==> src/rtl/tag_ram_nway_if.sv <==
// tag_ram_nway_if: lookup, fill and invalidate request bus plus lookup result bus for tag_ram_nway.
interface tag_ram_nway_if #(
  parameter int AWIDTH = 3,
  parameter int TWIDTH = 13,
  parameter int WAYS = 2
);
  localparam int WWIDTH = (WAYS > 2) ? $clog2(WAYS) : 1;
  logic lookup_valid;
  logic [AWIDTH-1:0] lookup_index;
  logic [TWIDTH-1:0] lookup_tag;
  logic fill_valid;
  logic [AWIDTH-1:0] fill_index;
  logic [WWIDTH-1:0] fill_way;
  logic [TWIDTH-1:0] fill_tag;
  logic inval_valid;
  logic [AWIDTH-1:0] inval_index;
  logic [WWIDTH-1:0] inval_way;
  logic busy;
  logic hit_valid;
  logic hit;
  logic [WWIDTH-1:0] hit_way;
  logic [WWIDTH-1:0] victim_way;
  modport master (
    output lookup_valid, lookup_index, lookup_tag,
    output fill_valid, fill_index, fill_way, fill_tag,
    output inval_valid, inval_index, inval_way,
    input busy, hit_valid, hit, hit_way, victim_way
  );
  modport slave (
    input lookup_valid, lookup_index, lookup_tag,
    input fill_valid, fill_index, fill_way, fill_tag,
    input inval_valid, inval_index, inval_way,
    output busy, hit_valid, hit, hit_way, victim_way
  );
endinterface

==> src/rtl/tag_ram_nway.sv <==
// tag_ram_nway: N-way tag store with reset sweep, 1-cycle registered lookup and round-robin victim.
// Define TAG_RAM_BYPASS_EN to forward same-edge fill/inval results into a lookup of the same set.
module tag_ram_nway #(
  parameter int AWIDTH = 3,
  parameter int TWIDTH = 13,
  parameter int WAYS = 2
) (
  input logic clock,
  input logic reset_n,
  tag_ram_nway_if.slave bus
);
  localparam int DEPTH = 1 << AWIDTH;
  localparam int WWIDTH = (WAYS > 2) ? $clog2(WAYS) : 1;
  typedef enum logic {INIT, READY} state_t;
  state_t state_q, state_d;
  logic [AWIDTH-1:0] cnt_q, cnt_d;
  logic busy_q, busy_d;
  logic hit_valid_q, hit_valid_d;
  logic [TWIDTH:0] mem [WAYS][DEPTH];
  logic [WWIDTH-1:0] rr_q [DEPTH];
  logic [WWIDTH-1:0] rr_d [DEPTH];
  logic [TWIDTH:0] rd_q [WAYS];
  logic [TWIDTH:0] rd_d [WAYS];
  logic [TWIDTH-1:0] tag_q, tag_d;
  logic [WWIDTH-1:0] rrp_q, rrp_d;
  logic ready, do_lookup, do_fill, do_inval;
  logic hit;
  logic [WWIDTH-1:0] hit_way, victim_way;
  assign ready = state_q == READY;
  assign do_lookup = ready && bus.lookup_valid;
  assign do_fill = ready && bus.fill_valid;
  assign do_inval = ready && bus.inval_valid;
  assign state_d = (state_q == INIT && cnt_q == AWIDTH'(DEPTH - 1)) ? READY : state_q;
  assign cnt_d = ready ? cnt_q : cnt_q + 1'b1;
  assign busy_d = state_d == INIT;
  assign hit_valid_d = do_lookup;
  assign tag_d = do_lookup ? bus.lookup_tag : tag_q;
  always_comb begin
    rr_d = rr_q;
    if (do_fill) rr_d[bus.fill_index] = bus.fill_way + 1'b1;
`ifdef TAG_RAM_BYPASS_EN
    rrp_d = do_lookup ? rr_d[bus.lookup_index] : rrp_q;
`else
    rrp_d = do_lookup ? rr_q[bus.lookup_index] : rrp_q;
`endif
    for (int w = 0; w < WAYS; w++) begin
      rd_d[w] = do_lookup ? mem[w][bus.lookup_index] : rd_q[w];
`ifdef TAG_RAM_BYPASS_EN
      if (do_lookup && do_inval && bus.inval_index == bus.lookup_index && bus.inval_way == WWIDTH'(w)) rd_d[w] = '0;
      if (do_lookup && do_fill && bus.fill_index == bus.lookup_index && bus.fill_way == WWIDTH'(w)) rd_d[w] = {1'b1, bus.fill_tag};
`endif
    end
  end
  // Descending scan so the lowest matching / lowest invalid way wins.
  always_comb begin
    hit = 1'b0;
    hit_way = '0;
    victim_way = rrp_q;
    for (int w = WAYS - 1; w >= 0; w--) begin
      if (rd_q[w][TWIDTH] && rd_q[w][TWIDTH-1:0] == tag_q) begin
        hit = 1'b1;
        hit_way = WWIDTH'(w);
      end
      if (!rd_q[w][TWIDTH]) victim_way = WWIDTH'(w);
    end
  end
  // Fill is written last so it overrides an invalidate of the same entry.
  always_ff @(posedge clock) begin
    for (int w = 0; w < WAYS; w++) begin
      if (!ready) mem[w][cnt_q] <= '0;
      if (do_inval && bus.inval_way == WWIDTH'(w)) mem[w][bus.inval_index] <= '0;
      if (do_fill && bus.fill_way == WWIDTH'(w)) mem[w][bus.fill_index] <= {1'b1, bus.fill_tag};
    end
  end
  always_ff @(posedge clock or negedge reset_n) begin
    if (!reset_n) begin
      state_q <= INIT;
      cnt_q <= '0;
      busy_q <= 1'b1;
      hit_valid_q <= 1'b0;
      rr_q <= '{default: '0};
      rd_q <= '{default: '0};
      tag_q <= '0;
      rrp_q <= '0;
    end else begin
      state_q <= state_d;
      cnt_q <= cnt_d;
      busy_q <= busy_d;
      hit_valid_q <= hit_valid_d;
      rr_q <= rr_d;
      rd_q <= rd_d;
      tag_q <= tag_d;
      rrp_q <= rrp_d;
    end
  end
  assign bus.busy = busy_q;
  assign bus.hit_valid = hit_valid_q;
  assign bus.hit = hit;
  assign bus.hit_way = hit_way;
  assign bus.victim_way = victim_way;
endmodule

==> src/flat_wrapper.sv <==
// flat-port wrapper written by rule: the top's interface ports become plain ports
module tag_ram_nway_flat 
#(
  parameter int AWIDTH = 3,
  parameter int TWIDTH = 13,
  parameter int WAYS = 2
)
  (clock, reset_n, bus_lookup_valid, bus_lookup_index, bus_lookup_tag, bus_fill_valid, bus_fill_index, bus_fill_way, bus_fill_tag, bus_inval_valid, bus_inval_index, bus_inval_way, bus_busy, bus_hit_valid, bus_hit, bus_hit_way, bus_victim_way);
  tag_ram_nway_if #(.AWIDTH(AWIDTH), .TWIDTH(TWIDTH), .WAYS(WAYS)) bus_i ();
  input logic clock;
  input logic reset_n;
  input wire logic [$bits(bus_i.lookup_valid)-1:0] bus_lookup_valid;
  input wire logic [$bits(bus_i.lookup_index)-1:0] bus_lookup_index;
  input wire logic [$bits(bus_i.lookup_tag)-1:0] bus_lookup_tag;
  input wire logic [$bits(bus_i.fill_valid)-1:0] bus_fill_valid;
  input wire logic [$bits(bus_i.fill_index)-1:0] bus_fill_index;
  input wire logic [$bits(bus_i.fill_way)-1:0] bus_fill_way;
  input wire logic [$bits(bus_i.fill_tag)-1:0] bus_fill_tag;
  input wire logic [$bits(bus_i.inval_valid)-1:0] bus_inval_valid;
  input wire logic [$bits(bus_i.inval_index)-1:0] bus_inval_index;
  input wire logic [$bits(bus_i.inval_way)-1:0] bus_inval_way;
  output wire logic [$bits(bus_i.busy)-1:0] bus_busy;
  output wire logic [$bits(bus_i.hit_valid)-1:0] bus_hit_valid;
  output wire logic [$bits(bus_i.hit)-1:0] bus_hit;
  output wire logic [$bits(bus_i.hit_way)-1:0] bus_hit_way;
  output wire logic [$bits(bus_i.victim_way)-1:0] bus_victim_way;
  assign bus_i.lookup_valid = bus_lookup_valid;
  assign bus_i.lookup_index = bus_lookup_index;
  assign bus_i.lookup_tag = bus_lookup_tag;
  assign bus_i.fill_valid = bus_fill_valid;
  assign bus_i.fill_index = bus_fill_index;
  assign bus_i.fill_way = bus_fill_way;
  assign bus_i.fill_tag = bus_fill_tag;
  assign bus_i.inval_valid = bus_inval_valid;
  assign bus_i.inval_index = bus_inval_index;
  assign bus_i.inval_way = bus_inval_way;
  assign bus_busy = bus_i.busy;
  assign bus_hit_valid = bus_i.hit_valid;
  assign bus_hit = bus_i.hit;
  assign bus_hit_way = bus_i.hit_way;
  assign bus_victim_way = bus_i.victim_way;
  tag_ram_nway #(.AWIDTH(AWIDTH), .TWIDTH(TWIDTH), .WAYS(WAYS)) u_core (.clock(clock), .reset_n(reset_n), .bus(bus_i));
endmodule
==> config.mk <==
export PLATFORM = sky130hd
export DESIGN_NAME = tag_ram_nway_flat
export DESIGN_NICKNAME = d
export VERILOG_FILES = /design/src/rtl/tag_ram_nway_if.sv /design/src/rtl/tag_ram_nway.sv /design/src/flat_wrapper.sv
export SDC_FILE = /design/constraint.sdc
export NUM_CORES = 1
export LEC_CHECK = 0
export ABC_AREA = 0
export BUFFER_PORTS_ARGS = -buffer_cell sky130_fd_sc_hd__buf_4
export CORE_MARGIN = 1.5
export CORE_UTILIZATION = 34
export DETAILED_ROUTE_END_ITERATION = 12
export PLACE_DENSITY = 0.53
export SLEW_MARGIN = 5
export SYNTH_ARGS = -nofsm -noshare
export SYNTH_HDL_FRONTEND = slang
export SYNTH_SLANG_ARGS = --single-unit
==> constraint.sdc <==
create_clock -name clock -period 2.44 [get_ports clock]
set_input_delay 0.488 -clock clock [delete_from_list [all_inputs] [get_ports clock]]
set_output_delay 0.488 -clock clock [all_outputs]
set_load 0.01 [all_outputs]
== Word level (Yosys, flattened, before mapping) ==
Memories as Yosys holds them, arrays and structs flattened.
Cells that the tools add are included.

* Equality and inequality tests: 3
* Add/subtract/negate cells: 2
* Divide/modulo/power cells: 0
* Shift-type cells: 0
* Multiply operators: 0
* Bitwise operators: 456
* Reduce and logical (&&, ||, !) cells: 13
* Muxes and demuxes: 481
* $lt $le $gt $ge: 7

{| class="wikitable"
|+ Operator list
! operator !! number
|-
| 112-bit two-way mux || 5
|-
| 1-bit two-way mux || 461
|-
| 1-bit OR || 448
|-
| 14-bit demux with 3-bit select || 3
|-
| 14-bit two-way mux || 7
|-
| 14-bit binary-select mux with 3-bit select || 2
|-
| 13-bit equality test || 2
|-
| 4-bit greater-or-equal comparator (second input constant) || 4
|-
| 3-bit inverter with 4-bit output || 4
|-
| 1-bit logical AND || 13
|-
| 4-bit by 1-bit less-than comparator with 1-bit output (second input constant) || 3
|-
| 8-bit bitwise mux || 1
|-
| 1-bit inverter || 4
|-
| 3-bit by 1-bit adder with 3-bit output (second input constant) || 1
|-
| 1-bit binary-select mux with 3-bit select || 1
|-
| 1-bit demux with 3-bit select || 1
|-
| 3-bit equality test (second input constant) || 1
|-
| 1-bit adder (second input constant) || 1
|}

* Memories: 1
* Logic and storage cells: 979
* Input port bits: 42
* Output and inout port bits: 5
* Latch bits: 0
* Bits in writable memories: 224
* Bits in registers: 56
* Bits in read-only memories: 0

{| class="wikitable"
|+ Memories
! memory !! words !! bits a word !! read ports !! clocked after Yosys merged registers in !! wr ports !! RTL line !! text
|-
| u_core.mem || 2 || 112 || 2 || 0 || 2 || tag_ram_nway.sv:19 || <nowiki>logic [TWIDTH:0] mem [WAYS][DEPTH];</nowiki>
|}

== Longest topological paths before layout ==
* Word-level depth: 8
* Depth in mapped cells: 6
* Mapped depth without buffers: 4

== Least setup slack after synthesis ==
No wires, ideal clock.

* Path type: input port to flip-flop
* From: input bus_fill_index[1]
* To: memory u_core.mem[0][84] (netlist bit) (enable)
* Stages on the path: 5
* Setup time: 0.361 ns
* Data required time: 2.079 ns
* Path buffers: 1
* Arrival: 1.728 ns
* Path slack: 0.351 ns
* Cell sequence: or2_2 -> nor3_1 -> buf_2 -> a21oi_1 -> nand2_1

{| class="wikitable"
|+ RTL lines
! element !! RTL line !! text
|-
| start: declaration || flat_wrapper.sv:16 || <nowiki>input wire logic [$bits(bus_i.fill_index)-1:0] bus_fill_index;</nowiki>
|-
| end: declaration || tag_ram_nway.sv:19 ||
|}

== Worst setup path after layout ==
* From: register u_core.tag_q[11]
* To: output bus_hit_way

* Word-level cells in the longest chain between the ends: 4
* Elaborated cells between the ends (all ways): 6
* Classes of those cells: eq/ne: 2; mux: 2; reduce/logical: 2

{| class="wikitable"
|+ Ends and longest elaborated chain
! element !! RTL line !! text
|-
| start: declaration || tag_ram_nway.sv:24 || <nowiki>logic [TWIDTH-1:0] tag_q, tag_d;</nowiki>
|-
| start signal: assignment || tag_ram_nway.sv:92 || <nowiki>tag_q <= tag_d;</nowiki>
|-
| 13-bit equality test || tag_ram_nway.sv:60 || <nowiki>if (rd_q[w][TWIDTH] && rd_q[w][TWIDTH-1:0] == tag_q) begin</nowiki>
|-
| 1-bit logical AND || tag_ram_nway.sv:60 ||
|-
| 1-bit two-way mux || tag_ram_nway.sv:60 ||
|-
| 1-bit two-way mux (*) || tag_ram_nway.sv:60 ||
|-
| end: declaration || flat_wrapper.sv:25 || <nowiki>output wire logic [$bits(bus_i.hit_way)-1:0] bus_hit_way;</nowiki>
|}

Every way passes the cells marked *; elsewhere a longest branch is shown, timed or not.

==> out/qor.log <==
INFO  placement      place_congestion=0.780
INFO  finish         nets=966
INFO  timing         setup-violations-final=2
INFO  floorplanning  num_rows=70
INFO  floorplanning  placeableCoreArea=0.0367mm^2
INFO  route          wl_per_cell=22.8um
INFO  route          vias_per_cell=4.96
INFO  finish         finalCoreUtilization=40.8%
INFO  worst_setup_path timing.reg2reg.worst_path_depth=5
INFO  worst_setup_path timing_worst_setup_path_type=register to output pin
INFO  outcome        status=finished with violations
INFO  timing         worst_slew_pin_slew=0.822ns
INFO  worst_setup_path critical_path.reg2reg.endpoint=u_core.mem[1][106]
INFO  power_and_ir_drop leakagePower=5.97nW
INFO  floorplanning  initial_utilization=34.6%
INFO  synth          synth_ff_type=edfxtp_1
INFO  worst_setup_path worst_setup_path_end_kind=output pin
INFO  cts            clk_latency=0.58ns
INFO  synth          synth_fp_nets=890
INFO  outcome        failed_checks=negative setup slack
INFO  worst_setup_path critical_path.reg2reg.startpoint=u_core.ready
INFO  finish         syn_to_final_growth=18.1%
INFO  finish         stdcell_area=0.0150mm^2
INFO  route          antenna_left=0
INFO  timing         slew-limit-headroom=45.2%
INFO  cts            clock-root-buffer=clkbuf_16
INFO  synth          synth_adder_area_share=0.197%
INFO  cts            cts-htree-levels=1
INFO  cts            cts.sink_count=280
INFO  cts            clk_pin_slew_worst_paths=0.06ns
INFO  global_routing antenna_violations_before_repair=1
INFO  power_and_ir_drop total_power=11.0mW
INFO  synth          syn-instance-count=846
INFO  global_routing grt_first_pass_wirelength=47800um
INFO  global_routing overall_global_routing_resource_usage=17.2%
INFO  timing         portion_of_the_clock_cycle_consumed_by_the_worst_path_in_the_final_layout=104%
INFO  route          drt_wl_total=32300um
INFO  route          routed-via-count=7028
INFO  synth          post_synthesis_register_bit_count=280
INFO  route          route.detailed.drc=0
INFO  cts            tritoncts_clock_tree=done
INFO  cts            holdBufCountCts=0
INFO  route          drtIter0Drc=505
INFO  placement      place_inst=1355
INFO  global_routing grt_remaining_overflow=0
INFO  timing         grt_setup_unrepaired=true
INFO  synth          synth.cell_area=0.0127mm^2
INFO  timing         skew=0.0131ns
INFO  worst_setup_path reg2reg_slack=0.57ns
INFO  timing         final_worst_setup_slack=-0.0877ns
INFO  synth          synth-async-reset-ratio=20.0%
INFO  floorplanning  area_of_the_die=0.0385mm^2
INFO  global_routing first_global_vias=7148
INFO  worst_setup_path largest_fanout_of_any_net_on_the_critical_path=3
INFO  power_and_ir_drop ir_drop=0.000486V
INFO  worst_setup_path timing.critical_path.arrival=2.04ns
INFO  placement      placement.setup.worst_slack=0.179ns
INFO  synth          synthMuxAreaShare=13.9%
INFO  placement      dp_hpwl=19900um
INFO  cts            cts.path.max_buffers=3
INFO  synth          synthXorXnorAreaFrac=1.86%
INFO  floorplanning  floorplan.die.width=196um
INFO  synth          yosysWarningCount=0
INFO  worst_setup_path required=1.95ns
INFO  floorplanning  design.portCount=47
INFO  synth          synth_top_family_by_area=simple AND/OR/NAND/NOR gates
INFO  floorplanning  floorplan.die.height=196um
INFO  placement      placement.cell_area=0.0139mm^2
INFO  hold_path      timing.hold.worst.class=primary input to asynchronous set/reset pin
INFO  job            max_cap_viol_count=0
INFO  synth          number_of_flops_mapped_to_enable_cells_by_yosys=224
INFO  synth          post_synth_num_cell_types=39
INFO  timing         timing_hold_violations_final=0
INFO  timing         max_freq=396MHz
INFO  route          detail_route.first_pass.iterations=4
INFO  finish         drive_above_1_share=27.3%
INFO  synth          synth-simple-area-share=15.3%
INFO  worst_setup_path critPathLaunchType=register
INFO  synth          postSynthAreaPerCell=15.0um^2
INFO  finish         layout.cells.non_filler=1416
INFO  global_routing grt_max_degree=59
INFO  synth          ys_seq_area_share=64.0%
INFO  timing         report.final.slew_viol_count=0
INFO  timing         min_period=2.53ns
INFO  power_and_ir_drop power_density=731mW/mm^2
INFO  synth          synth_compound_gate_area_share=2.37%
INFO  placement      io_buffer_count=46
INFO  cts            cts_buf_count=31
metrics by stage:
stage / setup TNS, ns / hold slack (ns)
after floorplan: 0 / 0.192
after global routing: -0.383 / 0.0578
final: -0.161 / 0.0187
after detailed placement: 0 / 0.478
after global placement: 0 / 0.475
after CTS: -0.230 / 0.0418
cells in the mapped netlist, types with 2 or more instances:
master | number | share of area, %
nand2b_1 | 10 | 0.49
nand4_1 | 6 | 0.30
a41oi_1 | 2 | 0.14
nor3_1 | 2 | 0.079
nor3_4 | 6 | 0.77
o21ai_0 | 36 | 1.4
and2_1 | 208 | 10
nand2_1 | 53 | 1.6
mux2i_1 | 29 | 2.3
a211o_1 | 2 | 0.14
dfrtp_1 | 55 | 11
nor2b_1 | 5 | 0.25
a21oi_1 | 4 | 0.16
xnor2_1 | 27 | 1.9
nor2_1 | 9 | 0.27
mux4_2 | 58 | 10
buf_1 | 2 | 0.059
nor3_2 | 6 | 0.47
nor4_1 | 2 | 0.099
buf_4 | 10 | 0.59
buf_2 | 23 | 0.91
nor2_4 | 2 | 0.18
ha_1 | 2 | 0.20
inv_1 | 3 | 0.089
clkbuf_1 | 22 | 0.65
or2_2 | 2 | 0.099
mux2_2 | 15 | 1.3
edfxtp_1 | 224 | 53
nand3_1 | 4 | 0.16
a31oi_1 | 8 | 0.39
critical path, cell delays in order, from the launching register on:
cell and delay (ns):
dfrtp_1 0.44, xnor2_1 0.18, nand4_1 0.10, or4_4 0.53, nor2_2 0.10, buf_4 0.12
state kept, by name, summed over array words and instances, names as in the netlist:
signal and flops:
u_core.rrp_q 1, u_core.mem 224, u_core.cnt_q 3, u_core.bus.busy 1, u_core.rr_q 8, u_core.tag_q 13, u_core.rd_q 28, u_core.bus.hit_valid 1
u_core.ready 1
routing by layer:
metal | vias up | global-route usage (%) | share of wire, %
met2 | 168 | 27.0 | 45
li1 | 3234 | - | -
met1 | 3585 | 25.4 | 48
met4 | 0 | 3.76 | 1.7
met3 | 41 | 2.42 | 4.6
met5 | - | 0 | 0
kinds of logic (layout without fill, tap and decap cells):
family / count (synthesis) / count (layout)
mux: 102 / 102
compound gates: 54 / 54
simple gates: 320 / 320
flops: 280 / 280
xor+xnor: 27 / 27
buf+inv: 61 / 162
fa+ha+maj: 2 / 2
other cells: 0 / 1
cell type report:
type | instances | area [um^2]
multi-input cells | 505 | 4310
well taps | 468 | 586
repair buffers | 100 | 863
diodes | 1 | 2.50
flip-flops and latches | 280 | 8140
inverters | 4 | 15.0
clock inverters | 20 | 244
clock buffers | 38 | 832
fillers | 3340 | 21700
where the power goes:
group / total [mW] / switching (mW) / internal (mW)
combinational: 0.714 / 0.404 / 0.310
clock: 4.92 / 1.96 / 2.96
sequential: 5.33 / 0.0909 / 5.24
worst max path at each step:
stage	startpoint	end	slack, ns	depth (start not counted)
final	u_core.tag_q[11]	bus_hit_way	-0.09	5
after global placement	bus_lookup_index[0]	u_core.rd_q[4]	0.22	5
after global routing	u_core.tag_q[0]	bus_hit_way	-0.21	5
after detailed placement	bus_lookup_index[0]	u_core.rd_q[4]	0.18	5
after CTS	u_core.rd_q[11]	bus_hit_way	-0.12	5
after floorplan	bus_fill_index[1]	u_core.mem[0][84]	0.35	5
placed cells by master (no fill, tap or decap), types with 10 or more instances in the layout:
master	count
and2_1	208
buf_4	91
clkbuf_16	31
clkinv_2	10
dfrtp_1	50
edfxtp_1	224
mux2_2	15
mux2i_1	29
mux4_2	58
nand2_1	52
nand2b_1	10
o21ai_0	36
xnor2_1	26
repair_timing:
item | in CTS | in global routing
pin swaps | 6 | 2
endpoints found under the setup margin | 2 | 2
buffers inserted | 2 | 0
resized for setup | 6 | 4
endpoints found under the hold margin | 0 | 0
Note: power is estimated with default switching activity, not from simulation.
